$ cat config.mk
export PLATFORM = sky130hd
export DESIGN_NAME = zion_bitmap_oh_scanner
export DESIGN_NICKNAME = d
export VERILOG_FILES = /design/src/rtl/zion_bitmap_oh_scanner.sv
export SDC_FILE = /design/constraint.sdc
export NUM_CORES = 1
export LEC_CHECK = 0
export BUFFER_PORTS_ARGS = -buffer_cell sky130_fd_sc_hd__buf_2
export CORE_MARGIN = 10
export CORE_UTILIZATION = 45
export CTS_CLUSTER_SIZE = 30
export DETAILED_ROUTE_END_ITERATION = 12
export PLACE_DENSITY = 0.78
export SYNTH_ARGS = -nofsm -noshare
export SYNTH_HDL_FRONTEND = slang
export SYNTH_SLANG_ARGS = --single-unit
$ cat constraint.sdc
create_clock -name clk -period 3.2 [get_ports clk]
set_input_delay 0.32 -clock clk [delete_from_list [all_inputs] [get_ports clk]]
set_output_delay 0.32 -clock clk [all_outputs]
set_load 0.1 [all_outputs]
$ cat src/rtl/zion_bitmap_oh_scanner.sv
// Bitmap-to-onehot scanner: accepts one bitmap and emits one handshaked beat
// per set bit (LSB-first or MSB-first), with index, last flag and remaining count.
module zion_bitmap_oh_scanner #(
    parameter int WIDTH     = 8,
    parameter bit MSB_FIRST = 1'b0,
    parameter int IDX_W     = (WIDTH > 1) ? $clog2(WIDTH) : 1,
    parameter int CNT_W     = $clog2(WIDTH + 1)
) (
    input  logic             clk,
    input  logic             rst_n,
    input  logic             iClr,
    input  logic             iVld,
    output logic             iRdy,
    input  logic [WIDTH-1:0] iDat,
    output logic             oVld,
    input  logic             oRdy,
    output logic [WIDTH-1:0] oOh,
    output logic [IDX_W-1:0] oIdx,
    output logic             oLast,
    output logic [CNT_W-1:0] oCnt
);

    generate
        if (WIDTH < 2) begin : g_bad_width
            $error("zion_bitmap_oh_scanner: WIDTH must be >= 2");
`ifdef CHECK_ERR_EXIT
            $fatal(1, "zion_bitmap_oh_scanner: WIDTH must be >= 2");
`endif
        end
    endgenerate

    // Residual bits of the bitmap in flight; rem == 0 is the idle state.
    logic [WIDTH-1:0] rem;
    logic [WIDTH-1:0] pick_oh;
    logic [IDX_W-1:0] pick_idx;
    logic [CNT_W-1:0] pop_cnt;
    logic             found;
    logic             busy;
    logic             load;
    logic             consume;

    // Priority pick over rem in the configured direction.
    always_comb begin
        pick_oh = '0;
        found   = 1'b0;
        if (MSB_FIRST) begin
            for (int i = WIDTH - 1; i >= 0; i--) begin
                if (rem[i] && !found) begin
                    pick_oh[i] = 1'b1;
                    found      = 1'b1;
                end
            end
        end else begin
            for (int i = 0; i < WIDTH; i++) begin
                if (rem[i] && !found) begin
                    pick_oh[i] = 1'b1;
                    found      = 1'b1;
                end
            end
        end
    end

    always_comb begin
        pick_idx = '0;
        for (int i = 0; i < WIDTH; i++) begin
            if (pick_oh[i]) begin
                pick_idx = pick_idx | IDX_W'(i);
            end
        end
    end

    always_comb begin
        pop_cnt = '0;
        for (int i = 0; i < WIDTH; i++) begin
            pop_cnt = pop_cnt + CNT_W'(rem[i]);
        end
    end

    assign busy  = |rem;
    assign oVld  = busy;
    assign oOh   = pick_oh;
    assign oIdx  = pick_idx;
    assign oCnt  = pop_cnt;
    assign oLast = busy & ((rem & ~pick_oh) == '0);

    // Handshakes: a transfer happens on a rising edge where valid and ready
    // are both high. iRdy may rise during the final beat so the next bitmap
    // is taken on the same edge the last beat leaves; iClr blocks acceptance.
    assign iRdy    = ~iClr & (~busy | (oRdy & oLast));
    assign load    = iVld & iRdy;
    assign consume = busy & oRdy;

    always_ff @(posedge clk or negedge rst_n) begin
        if (!rst_n) begin
            rem <= '0;
        end else if (iClr) begin
            rem <= '0;
        end else if (load) begin
            rem <= iDat;
        end else if (consume) begin
            rem <= rem & ~pick_oh;
        end
    end

endmodule
==> results of run 1 <==
-- metrics by stage --
| stage | utilization | TNS (ns) |
|---|---|---|
| 6_report | 0.706 | -0.728 |
| 5_1_grt | 0.706 | -1.17 |
| 4_1_cts | 0.694 | -0.758 |
| 3_5_place_dp | 0.660 | -0.129 |
| 3_3_place_gp | 0.660 | -0.0256 |
| 2_1_floorplan | - | -0.423 |
-- worst paths after layout --
| kind | startpoint | end | cells past startpoint |
|---|---|---|---|
| min in group asynchronous | rst_n | rem[6] | 2 |
| max in group asynchronous | rst_n | rem[7] | 2 |
| max reg2reg | rem[0] | rem[0] | 9 |
| min reg2reg | rem[2] | rem[2] | 2 |
| max | rem[0] | oCnt[1] | 10 |
| min | iDat[7] | rem[7] | 2 |
-- kinds of logic (layout without fill, tap and decap cells) --
logic type / Yosys count / after routing
flip-flops: 8 / 8
XOR/XNOR: 1 / 1
AO/OA/AOI/OAI: 27 / 27
AND/OR/NAND/NOR: 39 / 39
multiplexers: 1 / 1
buffers and inverters: 20 / 54
adder cells (fa/ha/maj): 11 / 11
-- Yosys cell counts (all sizes together), types with 2 or more instances --
cell and instances:
nor4 3, inv 14, clkbuf 2, fa 4
or4 3, a211oi 3, a21oi 8, a31o 3
nor2b 5, and2 5, ha 6, nor2 3
nor3 2, o21ai 7, nand2b 3, dfrtp 8
nand2 10, buf 4
-- worst max-delay path, delay by kind of cell, from the launching register on --
family / cells / cell delay (ns)
flops: 1 / 0.40
buf+inv: 5 / 0.41
fa+ha+maj: 5 / 2.15
-- metal layers --
metal | vias to the layer above | share of wire | GRT usage
li1 | 439 | - | -
met1 | 429 | 0.44 | 0.147
met2 | 28 | 0.49 | 0.211
met3 | 6 | 0.057 | 0.0383
met4 | 0 | 0.018 | 0.0481
met5 | - | 0 | 0
-- repair_timing --
item	4_1_cts	5_1_grt
pin swaps	1	1
gates cloned	0	0
hold endpoints to repair	8	0
resized for setup	4	6
setup endpoints to repair	3	7
hold buffers	1	0
buffers inserted	2	0
-- cell type report --
cell class	count	area (um2)
clock buffer	3	22.5
fill	149	524
inverter	14	56.3
multi-input combinational	79	674
sequential	8	200
tap	25	31.3
timing repair buffer	37	274
==> results.json, run 1 <==
{
  "area_after_dpl_um2": 1180,
  "detail_route.iter0.violations": 35,
  "min-delay-path-class": "input pin to flip-flop",
  "initial_antenna_violation_count": 0,
  "synth_compound_area_frac": 0.203,
  "worst_ep_arrival_time_ns": 3.22,
  "outcome": "complete, but fails checks",
  "finish.net_count": 166,
  "cts_sinks": 8,
  "skew_ns": 0.00665,
  "cts_buffer_depth": 2,
  "drt-total-wl_um": 2600,
  "dominantRegCellSynth": "dfrtp_1",
  "synthesis.nets": 130,
  "drive_gt1_frac": 0.404,
  "insertedDiodeCount": 0,
  "crit_fanout": 2,
  "max_flop_register": "rem",
  "synth-simple-area-share": 0.264,
  "fin_crit_sh": 1.11,
  "synth-edff-count": 0,
  "grt_first_pass_wirelength_um": 4260,
  "fmax_mhz": 282,
  "fin_worst_hold_slack_ns": 0.307,
  "hpwl_um": 2100,
  "dominant_combinational_cell_family_by_area_after_synthesis": "simple AND/OR/NAND/NOR gates",
  "routed-via-count": 902,
  "core.rowCount": 15,
  "drc": 0,
  "ys_top_cells_by_area": "dfrtp_1 23%, fa_1 9.1%, ha_1 8.6%, inv_1 6.0%, a21oi_1 4.6%",
  "yosys.area_share.xor_xnor": 0.00999,
  "synth_fa_ha_area_frac": 0.188,
  "num_io_pins": 31,
  "avgRoutedWirePerCell_um": 15.6,
  "cts_buffers": 3,
  "hold_viol_final": 0,
  "crit_chain": "fa_1, inv_1, fa_1, fa_2, inv_2, ha_4, inv_2, fa_2, clkinvlp_4, buf_12",
  "timing.critical_path.from_type": "flip-flop",
  "finish.instance_area_um2": 1260,
  "yosysWarnings": 0,
  "slew-limit-headroom": 0.557,
  "largest_reg_flops": 8,
  "post-place-cells": 160,
  "postSynthAreaPerCell_um2": 8.20,
  "failed_checks": "setup timing",
  "final_critical_path_setup_slack_ns": -0.343,
  "rsz_0062_raised_after_global_routing": "yes",
  "tightestPinTransition_ns": 0.663,
  "die_area_um2": 4120,
  "fp.coreArea_um2": 1780,
  "synth_top_cell_area_share": 0.228,
  "maxCapViolCount": 0,
  "flow.area_growth_from_synthesis_pct": 43.5,
  "largest_net_degree_at_the_start_of_global_routing": 12,
  "synth.cell_area_um2": 877,
  "setup_viol_count_final": 4,
  "synth_sequential_area_ratio": 0.228,
  "preCtsSetupSlack_ns": -0.0726,
  "die_y_um": 64.2,
  "slew_viol_final": 0,
  "timing.critical_path.slowest_cell_delay_ns": 0.54,
  "cp_slowest_cell": "fa_1",
  "timing.reg2reg.setup_slack_ns": 0.81,
  "clk_transition_reported_paths_ns": 0.06,
  "crit_required_ns": 2.88,
  "avgViaCountPerCell": 5.43,
  "most_common_library_cell_in_the_layout_ignoring_fill_and_taps": "buf_2",
  "mostFrequentLayoutCells": "24 x buf_2, 11 x inv_1, 10 x nand2_1, 8 x dfrtp_1",
  "reg_top3": "rem (8)",
  "gp_congestion": 0.904,
  "netlist.top_cell.by_area": "dfrtp_1",
  "dieWidth_um": 64.2,
  "criticalPathCategory": "flip-flop to output pin",
  "cts_root_buffer": "clkbuf_4",
  "synth.area.mux_share": 0.0114,
  "cts.htree.levels": 1,
  "clock_latency_ns": 0.26,
  "end_kind": "output pin",
  "period_needed_ns": 3.54,
  "grt-ovfl-total": 0,
  "vias_in_the_first_global_route": 923,
  "first_pass_iters": 4,
  "tritoncts": "yes",
  "synth_cell_type_count": 36,
  "synth_cells": 107,
  "global_route.usage.total": 0.126,
  "synthArstFlopShare": 1.00,
  "finalNonFillerCells": 166,
  "start_util": 0.492,
  "drt.antenna.violating_nets": 0,
  "io_buffer_count": 30,
  "number_of_register_bits_inferred_by_synthesis": 8
}
Power of run 1 is not shown: default switching activity piles up to over one toggle a cycle in this logic, so the estimate is an artifact.
==> run 2, diff against run 1 <==
CORE_ASPECT_RATIO = 1.1   (was not set)
==> results.json, run 2 (synthesis gave the netlist of run 1 again) <==
{
  "first_pass_iters": 4,
  "hpwl_um": 2010,
  "drt-total-wl_um": 2370,
  "core.rowCount": 16,
  "most_common_library_cell_in_the_layout_ignoring_fill_and_taps": "buf_2",
  "worst_r2r_path_depth": 9,
  "timing.reg2reg.setup_slack_ns": 0.87,
  "hold_viol_final": 0,
  "fin_crit_sh": 1.10,
  "cts.htree.levels": 1,
  "crit_start": "rem[0]",
  "r2r_start": "rem[0]",
  "global_route.usage.total": 0.117,
  "grt-ovfl-total": 0,
  "fmax_mhz": 283,
  "timing.critical_path.from_type": "flip-flop",
  "insertedDiodeCount": 0,
  "worst_ep_arrival_time_ns": 3.21,
  "initial_antenna_violation_count": 0,
  "area_after_dpl_um2": 1180,
  "largest_reg_flops": 8,
  "die_y_um": 66.3,
  "tritoncts": "yes",
  "fp.coreArea_um2": 1820,
  "finish.instance_area_um2": 1230,
  "avgRoutedWirePerCell_um": 14.0,
  "setup_viol_count_final": 3,
  "fin_worst_hold_slack_ns": 0.304,
  "vias_in_the_first_global_route": 918,
  "clock_latency_ns": 0.25,
  "finish.net_count": 167,
  "critPathCapture": "oCnt[1]",
  "cts_sinks": 8,
  "detail_route.iter0.violations": 32,
  "rsz_0062_raised_after_global_routing": "yes",
  "maxCapViolCount": 0,
  "crit_fanout": 2,
  "slew_viol_final": 0,
  "tightestPinTransition_ns": 0.578,
  "start_util": 0.481,
  "gp_congestion": 0.822,
  "routed-via-count": 871,
  "preCtsSetupSlack_ns": -0.105,
  "reg_top3": "rem (8)",
  "finalNonFillerCells": 169,
  "grt_first_pass_wirelength_um": 3880,
  "max_flop_register": "rem",
  "largest_net_degree_at_the_start_of_global_routing": 12,
  "num_io_pins": 31,
  "skew_ns": 0.00209,
  "cts_root_buffer": "clkbuf_4",
  "cts_buffer_depth": 2,
  "die_area_um2": 4120,
  "clk_transition_reported_paths_ns": 0.05,
  "period_needed_ns": 3.53,
  "criticalPathCategory": "flip-flop to output pin",
  "drc": 0,
  "dieWidth_um": 62.1,
  "drt.antenna.violating_nets": 0,
  "post-place-cells": 164,
  "failed_checks": "setup timing",
  "mostFrequentLayoutCells": "25 x buf_2, 12 x inv_1, 10 x nand2_1, 8 x buf_4, 8 x dfrtp_1",
  "critical_path.reg2reg.endpoint": "rem[0]",
  "drive_gt1_frac": 0.394,
  "outcome": "complete, but fails checks",
  "io_buffer_count": 30,
  "avgViaCountPerCell": 5.15,
  "crit_required_ns": 2.88,
  "cts_buffers": 3,
  "final_critical_path_setup_slack_ns": -0.334,
  "flow.area_growth_from_synthesis_pct": 40.5,
  "end_kind": "output pin",
  "min-delay-path-class": "input pin to flip-flop",
  "slew-limit-headroom": 0.613
}
run 2: per-layer routing:
| layer | track usage | share of wire | vias to the layer above | wire [um] |
|---|---|---|---|---|
| met1 | 0.131 | 0.42 | 398 | 993 |
| li1 | - | - | 442 | - |
| met4 | 0.0335 | 0 | 0 | 0 |
| met3 | 0.0212 | 0.078 | 0 | 185 |
| met2 | 0.215 | 0.50 | 31 | 1190 |
| met5 | 0 | 0 | - | 0 |
run 2: critical path, cell delays in order (launching register included):
cell and delay, ns:
dfrtp_1 0.39, fa_1 0.55, inv_1 0.05, fa_1 0.49, fa_1 0.40, inv_1 0.07, ha_2 0.18, inv_2 0.04
fa_2 0.54, clkinvlp_4 0.09, buf_12 0.17
run 2: worst min-delay path by stage:
| stage | from | endpoint | cells past startpoint |
|---|---|---|---|
| after global routing | iDat[3] | rem[3] | 2 |
| after global placement | rst_n | rem[3] | 1 |
| after CTS | iDat[3] | rem[3] | 2 |
| final | iDat[3] | rem[3] | 2 |
| after detailed placement | rst_n | rem[4] | 1 |
| after floorplan | rst_n | rem[0] | 0 |
run 2: what timing repair did:
item | 4_1_cts | 5_1_grt
setup buffers | 0 | 1
endpoints found under the hold margin | 8 | 0
cloned | 0 | 0
hold buffers | 1 | 0
resized for setup | 1 | 4
endpoints found under the setup margin | 3 | 5
pin swaps | 1 | 1
run 2: cell type report:
cell class	count	area, um2
inverters	14	56.3
repair buffers	38	263
multi-input cells	79	657
clock buffers	3	22.5
fillers	157	589
flip-flops and latches	8	200
well taps	27	33.8
run 2: stage by stage:
step	util	TNS, ns
after floorplan	-	-0.423
final	0.677	-0.701
after global placement	0.647	-0.0131
after global routing	0.677	-1.15
after detailed placement	0.647	-0.162
after CTS	0.666	-0.759
Power of run 2 is left out for the same reason.
